File: src/rtl/uart_transmitter.sv
// UART transmit stage: serialises one byte per accepted write into an
// 11-bit frame (start, 8 data LSB first, even parity, stop), with each bit
// held for OVERSAMPLE strobes of the 16x baud enable.
//
// state  | meaning
// IDLE   | line high, waiting for a write
// START  | start bit (0) on the line
// DATA   | data bit shift_reg[0] on the line, bit_idx counts bits sent
// PARITY | even-parity bit on the line
// STOP   | stop bit (1) on the line
module uart_transmitter #(
  parameter int DATA_BITS  = 8,
  parameter int OVERSAMPLE = 16
) (
  input  logic                 clk,
  input  logic                 reset,
  input  logic                 Tx_EN,
  input  logic                 Tx_WR,
  input  logic [DATA_BITS-1:0] Tx_DATA,
  input  logic                 Tx_sample_ENABLE,
  output logic                 Tx_D,
  output logic                 Tx_BUSY
);

  localparam logic [3:0] TICK_LAST = 4'(OVERSAMPLE - 1);
  localparam logic [2:0] BIT_LAST  = 3'(DATA_BITS - 1);

  typedef enum logic [2:0] {IDLE, START, DATA, PARITY, STOP} state_t;

  state_t               state, state_n;
  logic [3:0]           tick, tick_n;
  logic [2:0]           bit_idx, bit_idx_n;
  logic [DATA_BITS-1:0] shift_reg, shift_reg_n;
  logic                 parity, parity_n;
  logic                 tx_d_n, tx_busy_n;

  // Next-state, datapath and line value; outputs are derived from the
  // next state so they register on the same edge as the state change.
  always_comb begin
    state_n     = state;
    tick_n      = tick;
    bit_idx_n   = bit_idx;
    shift_reg_n = shift_reg;
    parity_n    = parity;

    if (state == IDLE) begin
      // A strobe on the accepting edge is discarded: the counter restarts at 0.
      if (Tx_WR && !Tx_BUSY) begin
        shift_reg_n = Tx_DATA;
        parity_n    = ^Tx_DATA;
        tick_n      = 4'd0;
        bit_idx_n   = 3'd0;
        state_n     = START;
      end
    end else if (Tx_sample_ENABLE) begin
      if (tick == TICK_LAST) begin
        tick_n = 4'd0;
        case (state)
          START:   state_n = DATA;
          DATA: begin
            bit_idx_n   = bit_idx + 3'd1;
            shift_reg_n = shift_reg >> 1;
            if (bit_idx == BIT_LAST) state_n = PARITY;
          end
          PARITY:  state_n = STOP;
          STOP:    state_n = IDLE;
          default: state_n = IDLE;
        endcase
      end else begin
        tick_n = tick + 4'd1;
      end
    end

    // Dropping the enable abandons the frame; data/parity are left as-is.
    if (!Tx_EN) begin
      state_n   = IDLE;
      tick_n    = 4'd0;
      bit_idx_n = 3'd0;
    end

    case (state_n)
      START:   tx_d_n = 1'b0;
      DATA:    tx_d_n = shift_reg_n[0];
      PARITY:  tx_d_n = parity_n;
      default: tx_d_n = 1'b1;
    endcase
    tx_busy_n = (state_n != IDLE);
  end

  // State and datapath registers with synchronous reset.
  always_ff @(posedge clk) begin
    if (reset) begin
      state     <= IDLE;
      tick      <= 4'd0;
      bit_idx   <= 3'd0;
      shift_reg <= '0;
      parity    <= 1'b0;
      Tx_D      <= 1'b1;
      Tx_BUSY   <= 1'b0;
    end else begin
      state     <= state_n;
      tick      <= tick_n;
      bit_idx   <= bit_idx_n;
      shift_reg <= shift_reg_n;
      parity    <= parity_n;
      Tx_D      <= tx_d_n;
      Tx_BUSY   <= tx_busy_n;
    end
  end

endmodule

File: config.mk
export PLATFORM = sky130hd
export DESIGN_NAME = uart_transmitter
export DESIGN_NICKNAME = d
export VERILOG_FILES = /design/src/rtl/uart_transmitter.sv
export SDC_FILE = /design/constraint.sdc
export NUM_CORES = 1
export LEC_CHECK = 0
export BUFFER_PORTS_ARGS = -buffer_cell sky130_fd_sc_hd__buf_2
export CAP_MARGIN = 20
export CORE_AREA = 2 2 51 53
export CTS_BUF_LIST = sky130_fd_sc_hd__clkbuf_4 sky130_fd_sc_hd__clkbuf_8 sky130_fd_sc_hd__clkbuf_16
export DETAILED_ROUTE_END_ITERATION = 7
export DIE_AREA = 0 0 53 55
export PLACE_DENSITY = 0.63
export SLEW_MARGIN = 10
export SYNTH_ARGS = -nofsm -noshare
export SYNTH_HDL_FRONTEND = slang
export SYNTH_SLANG_ARGS = --single-unit
File: constraint.sdc
create_clock -name clk -period 1.9 [get_ports clk]
set_input_delay 0 -clock clk [delete_from_list [all_inputs] [get_ports clk]]
set_output_delay 0 -clock clk [all_outputs]
set_load 0.02 [all_outputs]
======== Word level (Yosys, flattened, before mapping) ========
Cells that the tools add are included.
cells by class
  eq/ne operators ......................... 9
  reduce and logical (&&, ||, !) cells .... 11
  bitwise operators ....................... 1
  muxes and demuxes ....................... 24
  add/subtract/negate cells ............... 2
operators by type and width
  cell                                                  number
  2-to-1 mux 8 bit                                      5
  2-to-1 mux 3 bit                                      11
  2-to-1 mux 4 bit                                      4
  equality test 3 x 2 -> 1 bit (second input constant)  4
  one-hot mux 3 bit (3 select lines)                    1
  XOR reduction 8 bit                                   1
  equality test 3 x 1 -> 1 bit (second input constant)  2
  nonzero test 2 bit                                    3
  adder 4 x 1 -> 4 bit (second input constant)          1
  equality test 4 bit (second input constant)           1
  AND reduction 4 bit                                   1
  adder 3 x 1 -> 3 bit (second input constant)          1
  equality test 3 bit (second input constant)           1
  zero test 3 bit                                       1
  one-hot mux 1 bit (3 select lines)                    1
  nonzero test 3 bit                                    1
  2-to-1 mux 1 bit                                      2
  != test 2 x 1 -> 1 bit (second input constant)        1
  AND reduction 2 bit                                   1
  OR reduction 2 bit                                    1
  logical AND 1 bit                                     1
  zero test 1 bit                                       1
  NOT 1 bit                                             1
word-level totals
  input port bits ......................... 13
  bits in registers ....................... 21
  output and inout port bits .............. 2
  word-level logic and storage cells ...... 55

======== Longest topological paths before layout ========
  word-level depth ........................ 9
  mapped depth ............................ 7
  depth with buffers taken out ............ 7

======== Worst setup path before layout ========
Ideal clock, no wire load.
  kind .................................... reg2reg
  start point ............................. register state[0]
  end point ............................... register Tx_D
  path slack .............................. 0.317 ns
  stages on the path, launching flop included .. 7
  setup time .............................. 0.066 ns
  data required time ...................... 1.834 ns
  buffers on the path ..................... 1
  period minus slack after synthesis ...... 1.583 ns
  arrival ................................. 1.518 ns
  path through ............................ dfxtp_1 or2_1 buf_2 nor4b_4 a221oi_1 or3_1 nand4b_1
on the way
  cells in the longest elaborated chain, start to end .. 8
  elaborated cells between the ends (all ways) .. 20
  those cells by class .................... eq/ne (6); mux (13); reduce/logical (1)
ends and longest elaborated chain
  element                                                                       line  text
  start, declared                                                               30    state_t state, state_n;
  start signal, assigned                                                        101   state <= state_n;
  equality test 3 x 2 -> 1 bit (tied with other cells)                          58    case (state)
  one-hot mux 3 bit (3 select lines)                                            58
  2-to-1 mux 3 bit                                                              56    if (tick == TICK_LAST) begin
  2-to-1 mux 3 bit                                                              55    end else if (Tx_sample_ENABLE) begin
  2-to-1 mux 3 bit                                                              46    if (state == IDLE) begin
  2-to-1 mux 3 bit                                                              75    if (!Tx_EN) begin
  equality test 3 x 2 -> 1 bit or equality test 3 x 1 -> 1 bit (tied branches)  81    case (state_n)
  one-hot mux 1 bit (3 select lines) *                                          81
  end signal, assigned                                                          106   Tx_D <= tx_d_n;
  end, declared                                                                 21    output logic Tx_D,
Every way passes the cells marked *; elsewhere a longest branch is shown, timed or not. The select of a mux whose other input is x is not followed.
A chain may end at the register's enable or synchronous reset.

======== Final worst setup path ========
Ends and elaborated chain as after synthesis.

==> qor.yml <==
sta:
  worst_pin_slew_ps: 442
  drv_slew: 0
  timing.final.setup_violations: 0
  max_slew_margin_pct: 70.5
  setup-tns-final_ps: 0
  finalHoldViolations: 0
  grt_setup_unrepaired: "no"
  max_clock_freq_mhz: 560
  final_period_minus_worst_setup_slack_ps: 1790
  final.setup_skew_ps: 3.25
  hold_ws_ps: 3.91
  fin_crit_sh_pct: 94.0
logic_synthesis:
  synthesis.area_per_instance_um2: 8.65
  yosysWarnings: 0
  synth_fa_ha_area_share_pct: 3.77
  post_synthesis_share_of_cell_area_spent_on_xor_and_xnor_gates_pct: 6.16
  yosys-mux-area-fraction_pct: 2.01
  ys_ff_latch: 21
  postSynthCellCount: 115
  synth-compound-area-share_pct: 21.4
  synth_top_family_by_area: "compound AO/OA/AOI/OAI gates"
  synth_async_sr_flop_share_pct: 0
  synthFlopType: "sky130_fd_sc_hd__dfxtp_1"
  synthesis.nets: 131
  synth-seq-area-share_pct: 42.3
  post_synthesis_simple_gate_area_fraction_pct: 21.0
  synth_enable_flop_cells: 0
  cell_area_after_technology_mapping_um2: 995
  synth_cell_types: 30
power_and_ir_drop:
  cell_internal_power_dissipation_mw: 0.599
  seq_power_share_pct: 58.2
  logic_gate_share_of_total_power_pct: 15.6
  max-vdd-ir-drop_mv: 0.416
  static-leakage-power_nw: 0.451
  total_power_mw: 0.805
  power.density_cell_area_nw_per_um2: 686
  net-switching-power_mw: 0.206
  clkPwrFrac_pct: 26.2
  switching_share_pct: 25.6
cells_and_area:
  layout.cells.most_common: "sky130_fd_sc_hd__dfxtp_1"
  antenna_cells: 0
  fin_util_pct: 49.6
  final_area_um2: 1170
  layout-drive-gt1-share_pct: 20.1
  area.growth.synth_to_final_pct: 18.0
  design.final.nets: 151
  layout.cells.most_common_list: "20 x sky130_fd_sc_hd__dfxtp_1, 18 x sky130_fd_sc_hd__nor2_1, 14 x sky130_fd_sc_hd__buf_2"
  fill_cells: 229
  largest_reg_flops: 8
floorplanning:
  total_number_of_placement_rows: 18
  die_width_um: 53
  core_region_area_um2: 2360
  pin_count: 15
  floorplan.die.height_um: 55
  initial_core_util_pct: 42.1
  die-area_um2: 2920
run:
  maxCapViolations: 0
placed_design:
  detailed_place.area_um2: 1090
  replace_congestion: 0.738
  port-buffer-count: 14
  detailedPlacementHpwl_mm: 1.35
critical_path:
  max_stage_delay_ps: 400
  crit_buf_inv: 1
  worstPathMaxFanout: 7
  critPathTopFamily: "simple AND/OR/NAND/NOR gates"
  path_cells: "or2_4, nor4b_4, buf_4, nor2_1, or3_1, nand4b_1"
  crit_path_top_delay_cell: "sky130_fd_sc_hd__nor4b_4"
  critical_path_required_ps: 2140
  critPathCaptureType: "flop"
  criticalPathCategory: "flop to flop"
  timing.critical_path.from_type: "flop"
  worstPathArrival_ps: 2030
outcome:
  outcome: "completed"
route:
  post_drt_wl_per_cell_um: 11.6
  drt_wl_total_mm: 1.90
  drt_first_iter_violations: 18
  first_pass_iters: 4
  final_antenna_net_count: 0
  route.vias.total: 854
  drt-vias-per-instance: 5.21
  drt_drc_violations_left: 0
clock_tree:
  htree_num_levels: 1
  clk_root_buffer_cell: "sky130_fd_sc_hd__clkbuf_4"
  cts_inserted_buffers: 3
  cts.sink_count: 21
  clk_path_buf_depth: 2
  clock_latency_ps: 300
  clk_transition_reported_paths_ps: 120
  cts_tree: "done"
grt:
  global_route_wire_length_before_repair_mm: 3.17
  grt_pass1_vias: 776
  groute.usage.overall_pct: 14.8
  grt_antenna_before_repair: 0
  global_route_total_overflow: 0
  maximum_number_of_pins_on_one_net_before_global_route_repair: 13
worst_hold_path:
  worstHoldPathType: "input port to flop"
## stage by stage
stage | std cells | worst slack (ps)
floorplan | 115 | 317
global placement | 154 | 73.7
detailed placement | 154 | 99.5
CTS | 161 | 84.5
global route | 164 | 6.62
finish | 164 | 114
## final cells by class
| class | instances | area (um2) | share of cell area, % |
|---|---|---|---|
| Clock inverter | 1 | 5.00 | 0.426 |
| Timing Repair Buffer | 22 | 138 | 11.7 |
| Clock buffer | 3 | 22.5 | 1.92 |
| Tap cell | 30 | 37.5 | 3.20 |
| Sequential cell | 21 | 422 | 35.9 |
| Inverter | 1 | 3.75 | 0.320 |
| Multi-Input combinational cell | 86 | 546 | 46.5 |
## logic make-up (layout without fill, tap and decap cells)
| group | Yosys count | after routing |
|---|---|---|
| simple gates | 41 | 41 |
| flops | 21 | 21 |
| fa+ha+maj | 3 | 3 |
| xor+xnor | 7 | 7 |
| compound gates | 33 | 33 |
| buf+inv | 8 | 27 |
| mux | 2 | 2 |
## worst reg2reg max path, cell delays in order, from the launching register on
cell                       delay [ps]
sky130_fd_sc_hd__dfxtp_2          370
sky130_fd_sc_hd__or2_4            290
sky130_fd_sc_hd__nor4b_4          400
sky130_fd_sc_hd__buf_4            190
sky130_fd_sc_hd__nor2_1            50
sky130_fd_sc_hd__or3_1            360
sky130_fd_sc_hd__nand4b_1          80
## metal layers
metal	wire length, um	up-vias	track usage, %	share of wire, %
li1	-	450	-	-
met5	0	-	0	0
met4	12	0	5.13	0.63
met2	883	14	25.0	46
met1	940	388	18.6	49
met3	66	2	3.23	3.5
## power by group through the flow
| stage | logic, mW | registers [mW] | clock network [mW] |
|---|---|---|---|
| 2_1_floorplan | 0.0784 | 0.478 | 0 |
| 3_5_place_dp | 0.113 | 0.478 | 0 |
| 6_report | 0.126 | 0.469 | 0.211 |
| 5_1_grt | 0.138 | 0.471 | 0.243 |
| 4_1_cts | 0.118 | 0.468 | 0.223 |
| 3_3_place_gp | 0.111 | 0.477 | 0 |
## Yosys cell counts (2+ instances only)
cell type                   n  area share [%]
sky130_fd_sc_hd__o21ai_0    4             2.0
sky130_fd_sc_hd__dfxtp_1   21              42
sky130_fd_sc_hd__mux2i_1    2             2.0
sky130_fd_sc_hd__a31oi_1    3             1.9
sky130_fd_sc_hd__a21oi_1   10             5.0
sky130_fd_sc_hd__xnor2_1    7             6.2
sky130_fd_sc_hd__nor3_1     3             1.5
sky130_fd_sc_hd__clkbuf_1   4             1.5
sky130_fd_sc_hd__a22oi_1   11             8.3
sky130_fd_sc_hd__ha_1       3             3.8
sky130_fd_sc_hd__nand2_1    8             3.0
sky130_fd_sc_hd__buf_2      3             1.5
sky130_fd_sc_hd__nor2_1    19             7.2
## repair_timing
| action | 4_1_cts | 5_1_grt |
|---|---|---|
| setup endpoints to repair | 0 | 7 |
| resized for setup | 0 | 3 |
| setup buffers | 0 | 3 |
| endpoints found under the hold margin | 9 | 0 |
| hold buffers | 3 | 0 |
## worst paths after layout
check	start	to	slack, ps	cells after the start
max reg2reg	state[0]$_SDFF_PP0_	Tx_D$_SDFF_PP1_	110	6
min reg2reg	shift_reg[4]$_SDFFE_PP0P_	shift_reg[4]$_SDFFE_PP0P_	470	2
min	Tx_DATA[4]	shift_reg[4]$_SDFFE_PP0P_	4	3
max	state[0]$_SDFF_PP0_	Tx_D$_SDFF_PP1_	110	6
(Power assumes the default switching activity.)
